==> src/rtl/pipelined_addsub.sv <==
// Pipelined add/subtract unit: the WIDTH-bit carry chain is cut into STAGES
// registered slices with a skewed operand pipeline and full valid/ready backpressure.
module pipelined_addsub #(
  parameter int WIDTH  = 32,  // must be a multiple of STAGES
  parameter int STAGES = 4
) (
  input  logic             clk,
  input  logic             rst_n,
  input  logic             in_valid,
  output logic             in_ready,
  input  logic [WIDTH-1:0] in_a,
  input  logic [WIDTH-1:0] in_b,
  input  logic             in_sub,
  input  logic             in_cin,
  output logic             out_valid,
  input  logic             out_ready,
  output logic [WIDTH-1:0] out_sum,
  output logic             out_cout,
  output logic             out_ovf,
  output logic             out_zero,
  output logic             out_neg
);

  localparam int SW = WIDTH / STAGES;

  logic [STAGES-1:0] vld;
  logic [STAGES-1:0] en;
  logic [STAGES-1:0] c_q;
  logic [WIDTH-1:0]  a_q [STAGES];
  logic [WIDTH-1:0]  b_q [STAGES];
  logic [WIDTH-1:0]  s_q [STAGES];
  logic              ovf_q, zero_q, neg_q;

  logic [WIDTH-1:0]  bx;
  logic              c0;

  assign bx = in_sub ? ~in_b : in_b;
  assign c0 = in_cin ^ in_sub;

  // A stage may load when it is empty or its content moves on this cycle.
  // NOTE: every variable written here gets a value before any read on all paths, so no latch is inferred.
  always_comb begin
    logic chain;
    chain = out_ready;
    for (int k = STAGES - 1; k >= 0; k--) begin
      chain = !vld[k] || chain;
      en[k] = chain;
    end
  end

  for (genvar k = 0; k < STAGES; k++) begin : g_stage
    localparam int P = (k == 0) ? 0 : k - 1;  // feeding stage; stage 0 is fed by the ports

    logic [SW-1:0]    sa, sb;
    logic             ci, up_v;
    logic [WIDTH-1:0] s_in, s_nxt;
    logic [SW:0]      slice;

    assign sa   = (k == 0) ? in_a[SW-1:0] : a_q[P][k*SW +: SW];
    assign sb   = (k == 0) ? bx[SW-1:0]   : b_q[P][k*SW +: SW];
    assign ci   = (k == 0) ? c0           : c_q[P];
    assign up_v = (k == 0) ? in_valid     : vld[P];
    assign s_in = (k == 0) ? '0           : s_q[P];

    assign slice = {1'b0, sa} + {1'b0, sb} + {{SW{1'b0}}, ci};
    // Upper bits of s_in are still zero, so the new slice is simply OR-ed in place.
    assign s_nxt = s_in | (WIDTH'(slice[SW-1:0]) << (k * SW));

    // NOTE: sequential state uses non-blocking assignments; data registers are reset too
    // because the cleared result and flags are visible on the outputs.
    always_ff @(posedge clk or negedge rst_n) begin
      if (!rst_n) begin
        vld[k] <= 1'b0;
        s_q[k] <= '0;
        c_q[k] <= 1'b0;
      end else if (en[k]) begin
        vld[k] <= up_v;
        if (up_v) begin
          s_q[k] <= s_nxt;
          c_q[k] <= slice[SW];
        end
      end
    end

    if (k < STAGES - 1) begin : g_fwd
      always_ff @(posedge clk or negedge rst_n) begin
        if (!rst_n) begin
          a_q[k] <= '0;
          b_q[k] <= '0;
        end else if (en[k] && up_v) begin
          a_q[k] <= (k == 0) ? in_a : a_q[P];
          b_q[k] <= (k == 0) ? bx   : b_q[P];
        end
      end
    end

    if (k == STAGES - 1) begin : g_flags
      always_ff @(posedge clk or negedge rst_n) begin
        if (!rst_n) begin
          ovf_q  <= 1'b0;
          zero_q <= 1'b0;
          neg_q  <= 1'b0;
        end else if (en[k] && up_v) begin
          // Carry into the MSB is recovered as a ^ b ^ sum at that bit.
          ovf_q  <= sa[SW-1] ^ sb[SW-1] ^ slice[SW-1] ^ slice[SW];
          zero_q <= (s_nxt == '0);
          neg_q  <= s_nxt[WIDTH-1];
        end
      end
    end
  end

  assign in_ready  = en[0];
  assign out_valid = vld[STAGES-1];
  assign out_sum   = s_q[STAGES-1];
  assign out_cout  = c_q[STAGES-1];
  assign out_ovf   = ovf_q;
  assign out_zero  = zero_q;
  assign out_neg   = neg_q;

endmodule

==> config.mk <==
export PLATFORM = sky130hd
export DESIGN_NAME = pipelined_addsub
export DESIGN_NICKNAME = d
export VERILOG_FILES = /design/src/rtl/pipelined_addsub.sv
export SDC_FILE = /design/constraint.sdc
export NUM_CORES = 1
export LEC_CHECK = 0
export ABC_AREA = 1
export CORE_ASPECT_RATIO = 1.2
export CORE_MARGIN = 1
export CORE_UTILIZATION = 50
export CTS_CLUSTER_DIAMETER = 120
export DETAILED_ROUTE_END_ITERATION = 8
export HOLD_SLACK_MARGIN = 0.06
export PLACE_DENSITY = 0.76
export SYNTH_ARGS = -nofsm -noshare
export SYNTH_HDL_FRONTEND = slang
export SYNTH_SLANG_ARGS = --single-unit
export TNS_END_PERCENT = 5
==> constraint.sdc <==
create_clock -name clk -period 1.6 [get_ports clk]
set_input_delay 0.4 -clock clk [delete_from_list [all_inputs] [get_ports clk]]
set_output_delay 0.4 -clock clk [all_outputs]
set_load 0.05 [all_outputs]
==> impl_metrics.json <==
{
  "critical_path.max_stage_delay_ns": 0.52,
  "swShare_pct": 39.3,
  "switchingPower_w": 0.00790,
  "path_class": "reg2reg",
  "r2r_end": "out_zero$_DFFE_PN0P_",
  "worstSetupEndpointType": "register",
  "drt.antenna.violating_nets": 0,
  "crit_path_max_fanout": 2,
  "maxCapViolCount": 0,
  "drv_slew": 0,
  "ys_seq_elements": 186,
  "hold_violations": 0,
  "synth_area_leaders": "dfrtp_1 (53%), nand2_1 (16%), o21ai_0 (6.3%), inv_1 (4.1%), ha_1 (4.0%)",
  "via_per_inst": 5.01,
  "die_area_um2": 18000,
  "yosysTopAreaCellShare_pct": 53.3,
  "area_delta_synth_final_pct": 31.9,
  "cts_tree": "done",
  "multi_input_area_um2": 3590,
  "netlist_area_um2": 8730,
  "grt_antenna_before_repair": 0,
  "fin_nets": 1262,
  "pwr-share-clk_pct": 20.2,
  "n_fill_cell": 1269,
  "die_x_um": 123,
  "synth_nets": 1114,
  "cp-start-kind": "register",
  "drt_first_iter_violations": 492,
  "hold_class": "in2async",
  "syn_area_per_cell_um2": 8.66,
  "insertion_delay_ns": 0.43,
  "fin_ws_ns": -0.312,
  "regToRegStartpoint": "b_q[56]$_DFFE_PN0P_",
  "wl_per_cell_um": 13.6,
  "routed_wl_um": 18900,
  "cts-root-buf": "clkbuf_16",
  "ff2ff_setup_slack_ns": -0.31,
  "gp_congestion": 0.891,
  "p_leak_nw": 5.78,
  "synth-seq-area-share_pct": 53.3,
  "netlist_instances": 1008,
  "rsz0062_at_grt": "yes",
  "arrival_ns": 2.29,
  "io_buffers": 107,
  "crit_buf_inv": 2,
  "period_share_pct": 120,
  "setup_viol_count_final": 21,
  "antenna_cells": 0,
  "cts_buffer_depth": 2,
  "grt_pass1_vias": 6840,
  "seqPwrFrac_pct": 36.6,
  "violations": "negative setup slack",
  "max_freq_mhz": 523,
  "status": "complete, but fails checks",
  "seq_area_um2": 4650,
  "grt_usage_pct": 23.1,
  "worst_pin_slew_ns": 0.335,
  "synth-async-reset-ratio_pct": 100,
  "finalSetupTns_ns": -2.34,
  "layout-drive-gt1-share_pct": 14.5,
  "p_per_area_nw_per_um2": 1750,
  "combPwrFrac_pct": 43.2,
  "skew_ns": 0.00958,
  "grt_pass1_wl_um": 32700,
  "synth_cell_types": 31,
  "synth-edff-count": 0,
  "ios": 108,
  "die_y_um": 147,
  "htree_levels": 4,
  "crit_slowest_cell": "fa_2",
  "drcViolationCount": 0,
  "num_vias": 6937,
  "yosysWarnings": 0,
  "post-route-min-period_ns": 1.91,
  "grt_max_degree": 64,
  "vdd_ir_drop_max_uv": 871,
  "required_ns": 1.97,
  "dr.pass1.iters": 5,
  "ys.flop_type": "dfrtp_1",
  "p_int_w": 0.0122,
  "relSlewSlack_pct": 77.7,
  "rows": 52,
  "path_cells": "fa_2, inv_2, fa_2, inv_1, nor2_1, nand3_1, nor2_2, nand2_1, nor2_1, nand4_1, nand2_1",
  "total_power_w": 0.0201,
  "dp.final_hpwl_um": 13500,
  "gr-total-overflow": 0,
  "cp_top_family": "adder cells",
  "rr_worst_depth": 11,
  "initial_core_util_pct": 51.4,
  "cts_sinks": 186,
  "yosysTopAreaCell": "dfrtp_1",
  "cts-buffers-inserted": 17,
  "cts.clk_slew.worst_paths_ns": 0.07,
  "core-area_um2": 17000
}
==> stage by stage <==
step / hold slack [ns] / worst slack, ns / utilization, % / area, um^2 / cells
final: 0.401 / -0.312 / 67.8 / 11500 / 1385
after detailed placement: 0.274 / -0.772 / 63.8 / 10800 / 1351
after global routing: 0.412 / -0.473 / 67.8 / 11500 / 1385
after global placement: 0.273 / -0.745 / 63.8 / 10800 / 1351
after floorplan: 0.104 / -0.595 / - / 8740 / 1008
after CTS: 0.386 / -0.282 / 67.7 / 11500 / 1385
==> placed cells by master, fill, tap and decap left out, types with 10 or more instances in the layout <==
master             n
nand3_1           21
xnor2_1           12
xor2_1            29
nand4_1           12
nor2_1            26
buf_12            49
ha_1              26
a21oi_1           12
o21ai_0          105
inv_1             89
nand2_1          380
o21ai_1           10
buf_4             49
clkdlybuf4s50_1   65
dfrtp_1          186
clkbuf_16         17
==> flip-flops by register name (all words and copies together), names as in the netlist <==
signal / cells
b_q: 48
g_stage.up_v: 3
a_q: 48
g_stage.s_in: 48
out_zero: 1
g_stage.ci: 3
out_cout: 1
out_sum: 32
out_ovf: 1
out_valid: 1
==> power groups by stage <==
stage	Sequential [W]	Combinational (W)	Clock (W)
2_1_floorplan	0.00826	0.00357	0
3_3_place_gp	0.00733	0.00818	0
3_5_place_dp	0.00740	0.00837	0
4_1_cts	0.00735	0.00858	0.00413
5_1_grt	0.00751	0.00958	0.00431
6_report	0.00735	0.00869	0.00407
==> metal layers <==
layer	GRT usage [%]	share of wire (%)
met5	0	0
met4	7.93	2.1
met1	30.7	44
met2	38.1	50
met3	3.96	3.8
==> logic make-up (layout without fill, tap and decap cells) <==
kind of cell             count (synthesis)  in the layout  share of synthesized area, %
AO/OA/AOI/OAI                          146            146                          8.65
XOR/XNOR                                43             43                          4.31
adder cells (fa/ha/maj)                 36             36                          5.85
buffers and inverters                  138            299                          6.69
flip-flops                             186            186                          53.3
AND/OR/NAND/NOR                        459            459                          21.2
==> layout make-up <==
cell class / instances / share of cell area, %
clock inverter: 15 / 1.31
inverter: 98 / 3.21
timing repair buffer: 169 / 17.8
sequential: 186 / 40.4
tap: 216 / 2.35
multi-input combinational: 684 / 31.2
clock buffer: 17 / 3.69
==> cells in the mapped netlist (2+ instances only) <==
| master | number |
|---|---|
| a21o_1 | 3 |
| a21oi_1 | 15 |
| a31oi_1 | 3 |
| buf_2 | 24 |
| buf_4 | 5 |
| buf_6 | 2 |
| clkbuf_1 | 9 |
| dfrtp_1 | 186 |
| fa_1 | 8 |
| ha_1 | 28 |
| inv_1 | 95 |
| inv_2 | 2 |
| nand2_1 | 383 |
| nand2_2 | 2 |
| nand3_1 | 22 |
| nand3b_1 | 8 |
| nand4_1 | 12 |
| nor2_1 | 27 |
| nor2_4 | 2 |
| o21ai_0 | 110 |
| o21ai_1 | 7 |
| o22ai_1 | 5 |
| xnor2_1 | 12 |
| xor2_1 | 31 |
==> repair_timing <==
| action | CTS | global route |
|---|---|---|
| hold endpoints to repair | 21 | 0 |
| pin swaps | 7 | 1 |
| setup buffers | 1 | 0 |
| hold buffers | 1 | 0 |
| setup endpoints to repair | 31 | 33 |
| gates resized for setup | 26 | 7 |
==> worst max path at each step <==
stage                              startpoint                   endpoint  slack [ns]  depth (start not counted)
after floorplan                        in_sub  g_stage[1].ci$_DFFE_PN0P_       -0.60                         11
after global placement                in_b[0]  g_stage[1].ci$_DFFE_PN0P_       -0.75                         10
after detailed placement              in_b[0]  g_stage[1].ci$_DFFE_PN0P_       -0.77                         10
after CTS                 a_q[56]$_DFFE_PN0P_       out_zero$_DFFE_PN0P_       -0.28                         11
after global routing      b_q[56]$_DFFE_PN0P_       out_zero$_DFFE_PN0P_       -0.47                         11
final                     b_q[56]$_DFFE_PN0P_       out_zero$_DFFE_PN0P_       -0.31                         11
No activity file was read; power rests on OpenSTA's default activity.
